**config.mk**
```make
export PLATFORM = sky130hd
export DESIGN_NAME = rd_ptr_empty_ctrl_flat
export DESIGN_NICKNAME = d
export VERILOG_FILES = /design/src/rtl/rd_ptr_empty_ctrl_pkg.sv /design/src/rtl/rd_ptr_empty_ctrl_if.sv /design/src/rtl/rd_ptr_empty_ctrl_gray2bin.sv /design/src/rtl/rd_ptr_empty_ctrl.sv /design/src/flat_wrapper.sv
export SDC_FILE = /design/constraint.sdc
export NUM_CORES = 1
export LEC_CHECK = 0
export CAP_MARGIN = 20
export CORE_MARGIN = 8
export CORE_UTILIZATION = 55
export CTS_BUF_LIST = sky130_fd_sc_hd__clkbuf_8
export DETAILED_ROUTE_END_ITERATION = 6
export GPL_TIMING_DRIVEN = 0
export PLACE_DENSITY = 0.9
export SKIP_LAST_GASP = 1
export SYNTH_ARGS = -nofsm -noshare
export SYNTH_HDL_FRONTEND = slang
export SYNTH_SLANG_ARGS = --single-unit
```
**constraint.sdc**
```tcl
create_clock -name clk -period 4.95 [get_ports clk]
set_input_delay 0.7425 -clock clk [delete_from_list [all_inputs] [get_ports clk]]
set_output_delay 0.7425 -clock clk [all_outputs]
set_load 0.1 [all_outputs]
```
**src/rtl/rd_ptr_empty_ctrl_pkg.sv**
```systemverilog
// Shared async FIFO helpers: Gray/binary conversion and pointer sizing.
// Used by both the read-side empty controller and the write-side full controller.
package async_fifo_pkg;

    localparam int MAX_W = 32;

    function automatic int ptr_width(input int address_width);
        return address_width + 1;
    endfunction

    function automatic int fifo_depth(input int address_width);
        return 1 << address_width;
    endfunction

    // Callers slice the low bits they need; upper bits are zero for zero-extended input.
    function automatic logic [MAX_W-1:0] bin2gray(input logic [MAX_W-1:0] bin);
        return bin ^ (bin >> 1);
    endfunction

    function automatic logic [MAX_W-1:0] gray2bin(input logic [MAX_W-1:0] gray,
                                                  input int             width);
        logic [MAX_W-1:0] bin;
        bin = '0;
        for (int i = MAX_W - 1; i >= 0; i--) begin
            if (i == width - 1) begin
                bin[i] = gray[i];
            end else if (i < width - 1) begin
                bin[i] = bin[i+1] ^ gray[i];
            end
        end
        return bin;
    endfunction

endpackage

```
**src/rtl/rd_ptr_empty_ctrl_if.sv**
```systemverilog
// Read-side bus between the consumer/synchronizer and the read pointer controller.
// The slave modport is the controller's view.
interface rd_ptr_empty_ctrl_if
    import async_fifo_pkg::*;
#(
    parameter int ADDRESS_WIDTH = 4
);
    localparam int PTR_W = ptr_width(ADDRESS_WIDTH);

    logic                     rd_en;
    logic [PTR_W-1:0]         wr_ptr_gray_sync;
    logic [ADDRESS_WIDTH-1:0] rd_addr;
    logic [PTR_W-1:0]         rd_ptr_gray;
    logic                     empty;
    logic                     almost_empty;
    logic [PTR_W-1:0]         fill_level;
    logic                     rd_valid;
    logic                     underflow;

    modport master (
        output rd_en,
        output wr_ptr_gray_sync,
        input  rd_addr,
        input  rd_ptr_gray,
        input  empty,
        input  almost_empty,
        input  fill_level,
        input  rd_valid,
        input  underflow
    );

    modport slave (
        input  rd_en,
        input  wr_ptr_gray_sync,
        output rd_addr,
        output rd_ptr_gray,
        output empty,
        output almost_empty,
        output fill_level,
        output rd_valid,
        output underflow
    );

endinterface

```
**src/rtl/rd_ptr_empty_ctrl_gray2bin.sv**
```systemverilog
// Combinational Gray-to-binary converter, shared with the write-side full controller.
// Each binary bit is the XOR of all Gray bits at or above it.
module fifo_gray2bin #(
    parameter int WIDTH = 5
) (
    input  logic [WIDTH-1:0] gray_i,
    output logic [WIDTH-1:0] bin_o
);

    for (genvar i = 0; i < WIDTH; i++) begin : g_bit
        assign bin_o[i] = ^gray_i[WIDTH-1:i];
    end

endmodule

```
**src/rtl/rd_ptr_empty_ctrl.sv**
```systemverilog
// Read-domain pointer and status controller for the async FIFO.
// Advances the read pointer and registers empty/almost_empty/fill/valid/underflow.
module rd_ptr_empty_ctrl
    import async_fifo_pkg::*;
#(
    parameter int ADDRESS_WIDTH   = 4,
    parameter int ALMOST_EMPTY_TH = 2
) (
    input  logic              clk,
    input  logic              s_rst,
    rd_ptr_empty_ctrl_if.slave bus
);

    localparam int PTR_W = ptr_width(ADDRESS_WIDTH);
    localparam logic [PTR_W-1:0] TH_C = PTR_W'(ALMOST_EMPTY_TH);

    logic [PTR_W-1:0] rd_bin_q,  rd_bin_d;
    logic [PTR_W-1:0] rd_gray_q, rd_gray_d;
    logic [PTR_W-1:0] fill_q,    fill_d;
    logic             empty_q,   empty_d;
    logic             aempty_q,  aempty_d;
    logic             valid_q,   valid_d;
    logic             uflow_q,   uflow_d;
    logic             rd_inc;
    logic [PTR_W-1:0] wr_bin_sync;
    logic [MAX_W-1:0] rd_gray_wide;

    fifo_gray2bin #(
        .WIDTH (PTR_W)
    ) u_wr_gray2bin (
        .gray_i (bus.wr_ptr_gray_sync),
        .bin_o  (wr_bin_sync)
    );

    // Status is computed from the post-increment pointer so the flags line up
    // with the address the memory will see next cycle.
    always_comb begin
        rd_inc       = bus.rd_en & ~empty_q;
        rd_bin_d     = rd_bin_q + {{(PTR_W-1){1'b0}}, rd_inc};
        rd_gray_wide = bin2gray(MAX_W'(rd_bin_d));
        rd_gray_d    = rd_gray_wide[PTR_W-1:0];
        fill_d       = wr_bin_sync - rd_bin_d;
        empty_d      = (rd_gray_d == bus.wr_ptr_gray_sync);
        aempty_d     = (fill_d <= TH_C);
        valid_d      = rd_inc;
        uflow_d      = bus.rd_en & empty_q;
    end

    always_ff @(posedge clk) begin
        if (s_rst) begin
            rd_bin_q  <= '0;
            rd_gray_q <= '0;
            fill_q    <= '0;
            empty_q   <= 1'b1;
            aempty_q  <= 1'b1;
            valid_q   <= 1'b0;
            uflow_q   <= 1'b0;
        end else begin
            rd_bin_q  <= rd_bin_d;
            rd_gray_q <= rd_gray_d;
            fill_q    <= fill_d;
            empty_q   <= empty_d;
            aempty_q  <= aempty_d;
            valid_q   <= valid_d;
            uflow_q   <= uflow_d;
        end
    end

    assign bus.rd_addr      = rd_bin_q[ADDRESS_WIDTH-1:0];
    assign bus.rd_ptr_gray  = rd_gray_q;
    assign bus.empty        = empty_q;
    assign bus.almost_empty = aempty_q;
    assign bus.fill_level   = fill_q;
    assign bus.rd_valid     = valid_q;
    assign bus.underflow    = uflow_q;

endmodule

```
**src/flat_wrapper.sv**
```systemverilog
// flat-port wrapper written by rule: the top's interface ports become plain ports
module rd_ptr_empty_ctrl_flat import async_fifo_pkg::*;
#(
    parameter int ADDRESS_WIDTH   = 4,
    parameter int ALMOST_EMPTY_TH = 2
)
  (clk, s_rst, bus_rd_en, bus_wr_ptr_gray_sync, bus_rd_addr, bus_rd_ptr_gray, bus_empty, bus_almost_empty, bus_fill_level, bus_rd_valid, bus_underflow);
  rd_ptr_empty_ctrl_if #(.ADDRESS_WIDTH(ADDRESS_WIDTH)) bus_i ();
  input  logic clk;
  input  logic s_rst;
  input wire logic [$bits(bus_i.rd_en)-1:0] bus_rd_en;
  input wire logic [$bits(bus_i.wr_ptr_gray_sync)-1:0] bus_wr_ptr_gray_sync;
  output wire logic [$bits(bus_i.rd_addr)-1:0] bus_rd_addr;
  output wire logic [$bits(bus_i.rd_ptr_gray)-1:0] bus_rd_ptr_gray;
  output wire logic [$bits(bus_i.empty)-1:0] bus_empty;
  output wire logic [$bits(bus_i.almost_empty)-1:0] bus_almost_empty;
  output wire logic [$bits(bus_i.fill_level)-1:0] bus_fill_level;
  output wire logic [$bits(bus_i.rd_valid)-1:0] bus_rd_valid;
  output wire logic [$bits(bus_i.underflow)-1:0] bus_underflow;
  assign bus_i.rd_en = bus_rd_en;
  assign bus_i.wr_ptr_gray_sync = bus_wr_ptr_gray_sync;
  assign bus_rd_addr = bus_i.rd_addr;
  assign bus_rd_ptr_gray = bus_i.rd_ptr_gray;
  assign bus_empty = bus_i.empty;
  assign bus_almost_empty = bus_i.almost_empty;
  assign bus_fill_level = bus_i.fill_level;
  assign bus_rd_valid = bus_i.rd_valid;
  assign bus_underflow = bus_i.underflow;
  rd_ptr_empty_ctrl #(.ADDRESS_WIDTH(ADDRESS_WIDTH), .ALMOST_EMPTY_TH(ALMOST_EMPTY_TH)) u_core (.clk(clk), .s_rst(s_rst), .bus(bus_i));
endmodule
```
==> results.yml, run 1 <==
drt:
  drcViolationCount: 0
  wl_per_cell_um: 14.9
  vias_per_cell: 5.27
  first_pass_iters: 4
  routed_wirelength_um: 2540
  dr.first_iter.drc_count: 23
  vias: 901
  drtAntennaViolNets: 0
die:
  initial_core_util_pct: 57.6
  rows: 16
  fp.dieW_um: 61.1
  core_area_um2: 1940
  io_pins: 26
  die_h_um: 61.1
  die_area_um2: 3730
final_layout:
  areaGrowthSynthToFinish_pct: 29.4
  utilization_pct: 74.5
  drive_gt1_share_pct: 9.72
  nets: 159
  antenna_cells: 0
global_routing:
  grt_pass1_wl_um: 3970
  track_usage_pct: 14.2
  grt_pass1_vias: 864
  met3_usage_pct: 4.38
  busiest_layer: "met2"
  grtUsageMet2_pct: 26.6
  overflow: 0
  grt_max_degree: 11
  antenna_found_initial: 0
  global_route.usage.met1_pct: 14.4
cts:
  ctsHtreeMaxLevel: 1
  clk_pin_slew_worst_paths_ns: 0.06
  clk_latency_ns: 0.25
  cts_tree: "built"
  clockRootBuffer: "clkbuf_8"
  post_cts_resized: 0
  holdBufCountCts: 0
  clock_path_buffers: 2
  postCtsSetupBuffers: 0
  numCtsBuffers: 3
  clock_sinks: 18
worst_hold_path:
  hold_path_end: "u_core.bus.rd_valid$_SDFF_PP0_"
  hold_path_startpoint: "u_core.bus.empty$_SDFF_PP1_"
  min_path_cells: 1
  hp-class: "reg2reg"
critical_path:
  path_class: "in2reg"
  cp_data_arrival_time_ns: 3.80
  r2r_setup_slack_ns: 1.96
  critPathBufInv: 2
  crit_start: "bus_rd_en"
  crit_fanout: 9
  reg2reg_from: "u_core.bus.empty$_SDFF_PP1_"
  cp_cell_sequence: "clkdlybuf4s50_1 > nor2b_1 > ha_1 > ha_1 > xnor2_1 > ha_1 > clkbuf_1 > or3_1 > a21oi_1 > nor2_1 > o221ai_2 > nor2b_1 > a31oi_1"
  crit_slowest_cell: "xnor2_1"
  r2r-end: "u_core.bus.almost_empty$_SDFF_PP1_"
  crit_top_cell: "ha_1"
  reg2reg_depth: 12
  critical_path.startpoint_type: "input port"
  slowest_delay_ns: 0.63
  worst_setup_path_end_kind: "register"
  required_ns: 5.13
  critical-path-top-delay-family: "adder cells"
place:
  port_buffers: 24
  post-dp-hpwl_um: 2030
  dp_slack_ns: 1.13
  place_congestion: 0.892
sta:
  setup_slack_ns: 1.33
  slew_headroom_pct: 32.2
  finalHoldViolations: 0
  skew_ns: 0.00179
  fin_crit_ns: 3.62
  totalNegativeSetupSlack_ns: 0
  max_clock_freq_mhz: 276
  drv_slew: 0
  worstMarginPinSlew_ns: 1.01
  finalSetupViolCount: 0
  finalCritPeriodShare_pct: 73.1
  rsz0062_at_grt: "no"
yosys:
  yosysTopAreaCell: "dfxtp_1"
  synth_top_cell_area_share_pct: 32.2
  synth.most_common_cell: "dfxtp_1"
  synth_common_cells: "18 x dfxtp_1, 17 x nor2_1, 13 x xnor2_1"
  syn_inst: 116
  async_flop_share_pct: 0
  ys_seq_elements: 18
  syn-num-nets: 130
  synth_warnings: 0
  yosysSeqAreaShare_pct: 32.2
  postSynthAreaPerCell_um2: 9.64
  synth_edf_count: 0
  synth-main-ff-cell: "dfxtp_1"
  ys_types: 36
  yosys-top-cells-area: "dfxtp_1 32%, xnor2_1 10%, ha_1 6.7%"
  synthesis.area_um2: 1120
job:
  drv_cap: 0
power_and_ir_drop:
  p_leak_uw: 0.000583
  power_density_nw_per_um2: 386
  ir_drop_v: 0.000442
  total_power_uw: 559
outcome:
  status: "completed"
final cells by class:
type | count | area (µm²)
plain buffers | 4 | 15.0
multi-input cells | 91 | 732
fillers | 148 | 494
inverters | 3 | 11.3
repair buffers | 24 | 240
well taps | 27 | 33.8
flip-flops and latches | 18 | 360
clock buffers | 4 | 55.1
where the power goes:
part | leakage [µW] | internal, µW | switching [µW]
Combinational | 0.000407 | 86.6 | 191
Clock | 0.0000288 | 70.6 | 46.6
Sequential | 0.000148 | 160 | 4.37
worst max path at each step:
stage,slack [ns],to,cells past startpoint
floorplan,1.64,u_core.bus.almost_empty$_SDFF_PP1_,12
global placement,1.16,u_core.bus.almost_empty$_SDFF_PP1_,13
detailed placement,1.13,u_core.bus.almost_empty$_SDFF_PP1_,13
CTS,1.38,u_core.bus.almost_empty$_SDFF_PP1_,13
global route,1.14,u_core.bus.almost_empty$_SDFF_PP1_,13
finish,1.33,u_core.bus.almost_empty$_SDFF_PP1_,13
cells in the final DEF (no fill, tap or decap), types with 2 or more instances in the layout:
cell type,instances
nor3b_1,2
xor3_1,2
dfxtp_1,18
a21oi_1,5
nor2_1,17
nor3_1,2
xor2_1,4
clkdlybuf4s50_1,24
ha_1,6
nor2b_1,6
a21o_1,2
clkbuf_8,4
xnor2_4,2
inv_1,3
nand4_1,2
nand2_1,7
xnor2_1,13
clkbuf_1,3
o21ai_0,3
per-stage QoR:
step | hold WS, ns | cell area (µm²) | cells
2_1_floorplan | 0.906 | 1120 | 116
3_3_place_gp | 0.452 | 1390 | 167
3_5_place_dp | 0.467 | 1390 | 167
4_1_cts | 0.476 | 1450 | 171
5_1_grt | 0.511 | 1450 | 171
6_report | 0.471 | 1450 | 171
worst register-to-register path, cell delays in order (launching register included):
cell,delay (ns)
dfxtp_1,0.36
nor2b_1,0.07
ha_1,0.19
ha_1,0.21
xnor2_1,0.63
ha_1,0.35
clkbuf_1,0.21
or3_1,0.39
a21oi_1,0.15
nor2_1,0.06
o221ai_2,0.08
nor2b_1,0.07
a31oi_1,0.16
state kept, by name, summed over array words and instances, names as in the netlist:
register                 count
u_core.bus.underflow         1
u_core.bus.rd_valid          1
u_core.bus.fill_level        5
u_core.bus.almost_empty      1
u_core.rd_bin_q              4
u_core.bus.empty             1
u_core.bus.rd_ptr_gray       5
kinds of logic (layout without fill, tap and decap cells):
group / Yosys count / count (layout) / share of synthesized area (%)
xor+xnor: 23 / 23 / 26.1
mux: 1 / 1 / 1.01
fa+ha+maj: 7 / 7 / 7.72
compound gates: 16 / 16 / 9.62
simple gates: 44 / 44 / 21.0
flops: 18 / 18 / 32.2
buf+inv: 7 / 35 / 2.35
layer usage:
layer	vias to the layer above	wire length, µm
met5	-	0
met2	35	1360
met3	4	211
li1	449	-
met1	413	934
met4	0	36
(Power assumes the default switching activity.)
==> inputs of run 2 (changes only) <==
--- a/config.mk
+++ b/config.mk
@@ -7,11 +7,11 @@
 export LEC_CHECK = 0
 export CAP_MARGIN = 20
 export CORE_MARGIN = 8
-export CORE_UTILIZATION = 55
+export CORE_UTILIZATION = 46
 export CTS_BUF_LIST = sky130_fd_sc_hd__clkbuf_8
 export DETAILED_ROUTE_END_ITERATION = 6
 export GPL_TIMING_DRIVEN = 0
-export PLACE_DENSITY = 0.9
+export PLACE_DENSITY = 0.8
 export SKIP_LAST_GASP = 1
 export SYNTH_ARGS = -nofsm -noshare
 export SYNTH_HDL_FRONTEND = slang
==> constraint.sdc (replaced) <==
create_clock -name clk -period 3.1 [get_ports clk]
set_input_delay 0.465 -clock clk [delete_from_list [all_inputs] [get_ports clk]]
set_output_delay 0.465 -clock clk [all_outputs]
set_load 0.1 [all_outputs]
==> results.yml, run 2 (synthesis gave the netlist of run 1 again) <==
outcome:
  status: "completed"
drt:
  met1_length_um: 1040
  drcViolationCount: 0
  highest_layer: "met4"
  wl_met2_um: 1190
  first_pass_iters: 3
  wl_per_cell_um: 13.8
  vias: 865
  drtAntennaViolNets: 0
  dr.first_iter.drc_count: 19
  routed_wirelength_um: 2420
  dr_wl_met3_um: 175
  vias_per_cell: 4.94
cts:
  clock_path_buffers: 2
  holdBufCountCts: 0
  clockRootBuffer: "clkbuf_8"
  clock_sinks: 18
  numCtsBuffers: 3
  clk_pin_slew_worst_paths_ns: 0.07
  ctsHtreeMaxLevel: 1
  clk_latency_ns: 0.25
  cts_tree: "built"
worst_hold_path:
  hold_path_startpoint: "u_core.bus.empty$_SDFF_PP1_"
  hp-class: "reg2reg"
power_and_ir_drop:
  combPwrFrac_pct: 49.4
  ir_drop_v: 0.000720
  power_density_nw_per_um2: 599
  p_clk_share_pct: 21.2
  power.switching_uw: 386
  internal_power_uw: 506
  p_leak_uw: 0.000588
  sw_frac_of_total_pct: 43.2
  power_frac_seq_pct: 29.4
place:
  place_congestion: 0.848
  post-dp-hpwl_um: 1880
  dpl_cell_area_um2: 1400
  port_buffers: 24
  dp.cells: 170
final_layout:
  areaGrowthSynthToFinish_pct: 33.1
  layout_common_cells: "24 x clkdlybuf4s50_1, 17 x nor2_1, 17 x dfxtp_1, 11 x xnor2_1, 7 x nand2_1"
  drive_gt1_share_pct: 13.1
  utilization_pct: 62.4
  nets: 160
  stdcell_count: 175
  fillers: 219
  seqCellArea_um2: 362
  final_cell_area_um2: 1490
  antenna_cells: 0
  multi_input_area_um2: 761
  layout_commonest_cell: "clkdlybuf4s50_1"
sta:
  totalNegativeSetupSlack_ns: 0
  finalHoldViolations: 0
  drv_slew: 0
  slew_headroom_pct: 34.4
  max_clock_freq_mhz: 338
  skew_ns: 0.00292
  rsz0062_at_grt: "no"
  finalCritPeriodShare_pct: 95.3
  worstMarginPinSlew_ns: 0.981
  fin_crit_ns: 2.95
  finalSetupViolCount: 0
global_routing:
  grt_pass1_vias: 901
  track_usage_pct: 12.2
  grt_pass1_wl_um: 4220
  antenna_found_initial: 0
  overflow: 0
  grt_max_degree: 11
die:
  core_area_um2: 2390
  die_area_um2: 4270
  fp.dieW_um: 65.3
  rows: 18
  die_h_um: 65.3
  initial_core_util_pct: 46.9
  io_pins: 26
critical_path:
  reg2reg_from: "u_core.bus.empty$_SDFF_PP1_"
  critical_path.startpoint_type: "input port"
  worst_setup_path_end_kind: "register"
  cp_data_arrival_time_ns: 3.13
  crit_fanout: 8
  required_ns: 3.27
  path_class: "in2reg"
  crit_start: "bus_rd_en"
job:
  drv_cap: 0
==> run 2: cell types whose count changed in the layout (fill, tap and decap cells not counted), sizes merged <==
| cell | before | now |
|---|---|---|
| buf | 1 | 2 |
==> run 2: critical path, stage by stage <==
cell and delay [ns]:
clkdlybuf4s50_1 0.43, nor2b_1 0.14, ha_1 0.20, ha_2 0.31, clkbuf_1 0.35, xnor2_1 0.17, ha_1 0.42, nand2b_1 0.22
o221ai_2 0.18, nor2b_1 0.07, a31oi_1 0.18
==> run 2: layout make-up <==
| cell class | count | share of cell area, % |
|---|---|---|
| flip-flops and latches | 18 | 24.3 |
| well taps | 30 | 2.52 |
| clock buffers | 4 | 3.70 |
| multi-input cells | 91 | 51.1 |
| plain buffers | 4 | 1.01 |
| repair buffers | 25 | 16.6 |
| inverters | 3 | 0.756 |
==> run 2: path summary, 6_finish.rpt <==
kind	endpoint	slack, ns	cells after the start
setup / recovery	u_core.bus.almost_empty$_SDFF_PP1_	0.15	11
hold / removal	u_core.bus.rd_valid$_SDFF_PP0_	0.43	1
setup reg to reg	u_core.bus.almost_empty$_SDFF_PP1_	0.54	10
hold reg to reg	u_core.bus.rd_valid$_SDFF_PP0_	0.43	1
==> run 2: routing by layer <==
metal	vias up	global-route usage [%]
met4	0	1.91
met5	-	0
met3	2	4.76
met2	22	20.8
met1	389	14.4
li1	452	-
==> run 2: timing repair <==
action                                  4_1_cts  5_1_grt
buffers inserted                              0        1
pin swaps                                     0        1
gates resized for setup                       3        1
endpoints found under the setup margin        1        1
==> run 2: metrics by stage <==
stage	hold WS [ns]	setup WS (ns)	total power, µW
finish	0.430	0.146	892
global route	0.451	0.0141	933
CTS	0.434	0.0504	896
detailed placement	0.425	-0.464	708
global placement	0.420	-0.438	699
floorplan	0.629	0.0629	615
==> run 2: power by group through the flow <==
stage	clock (µW)	combinational (µW)	sequential [µW]
finish	189	440	263
global route	199	468	265
CTS	191	442	263
detailed placement	0	440	268
global placement	0	432	267
floorplan	0	173	442
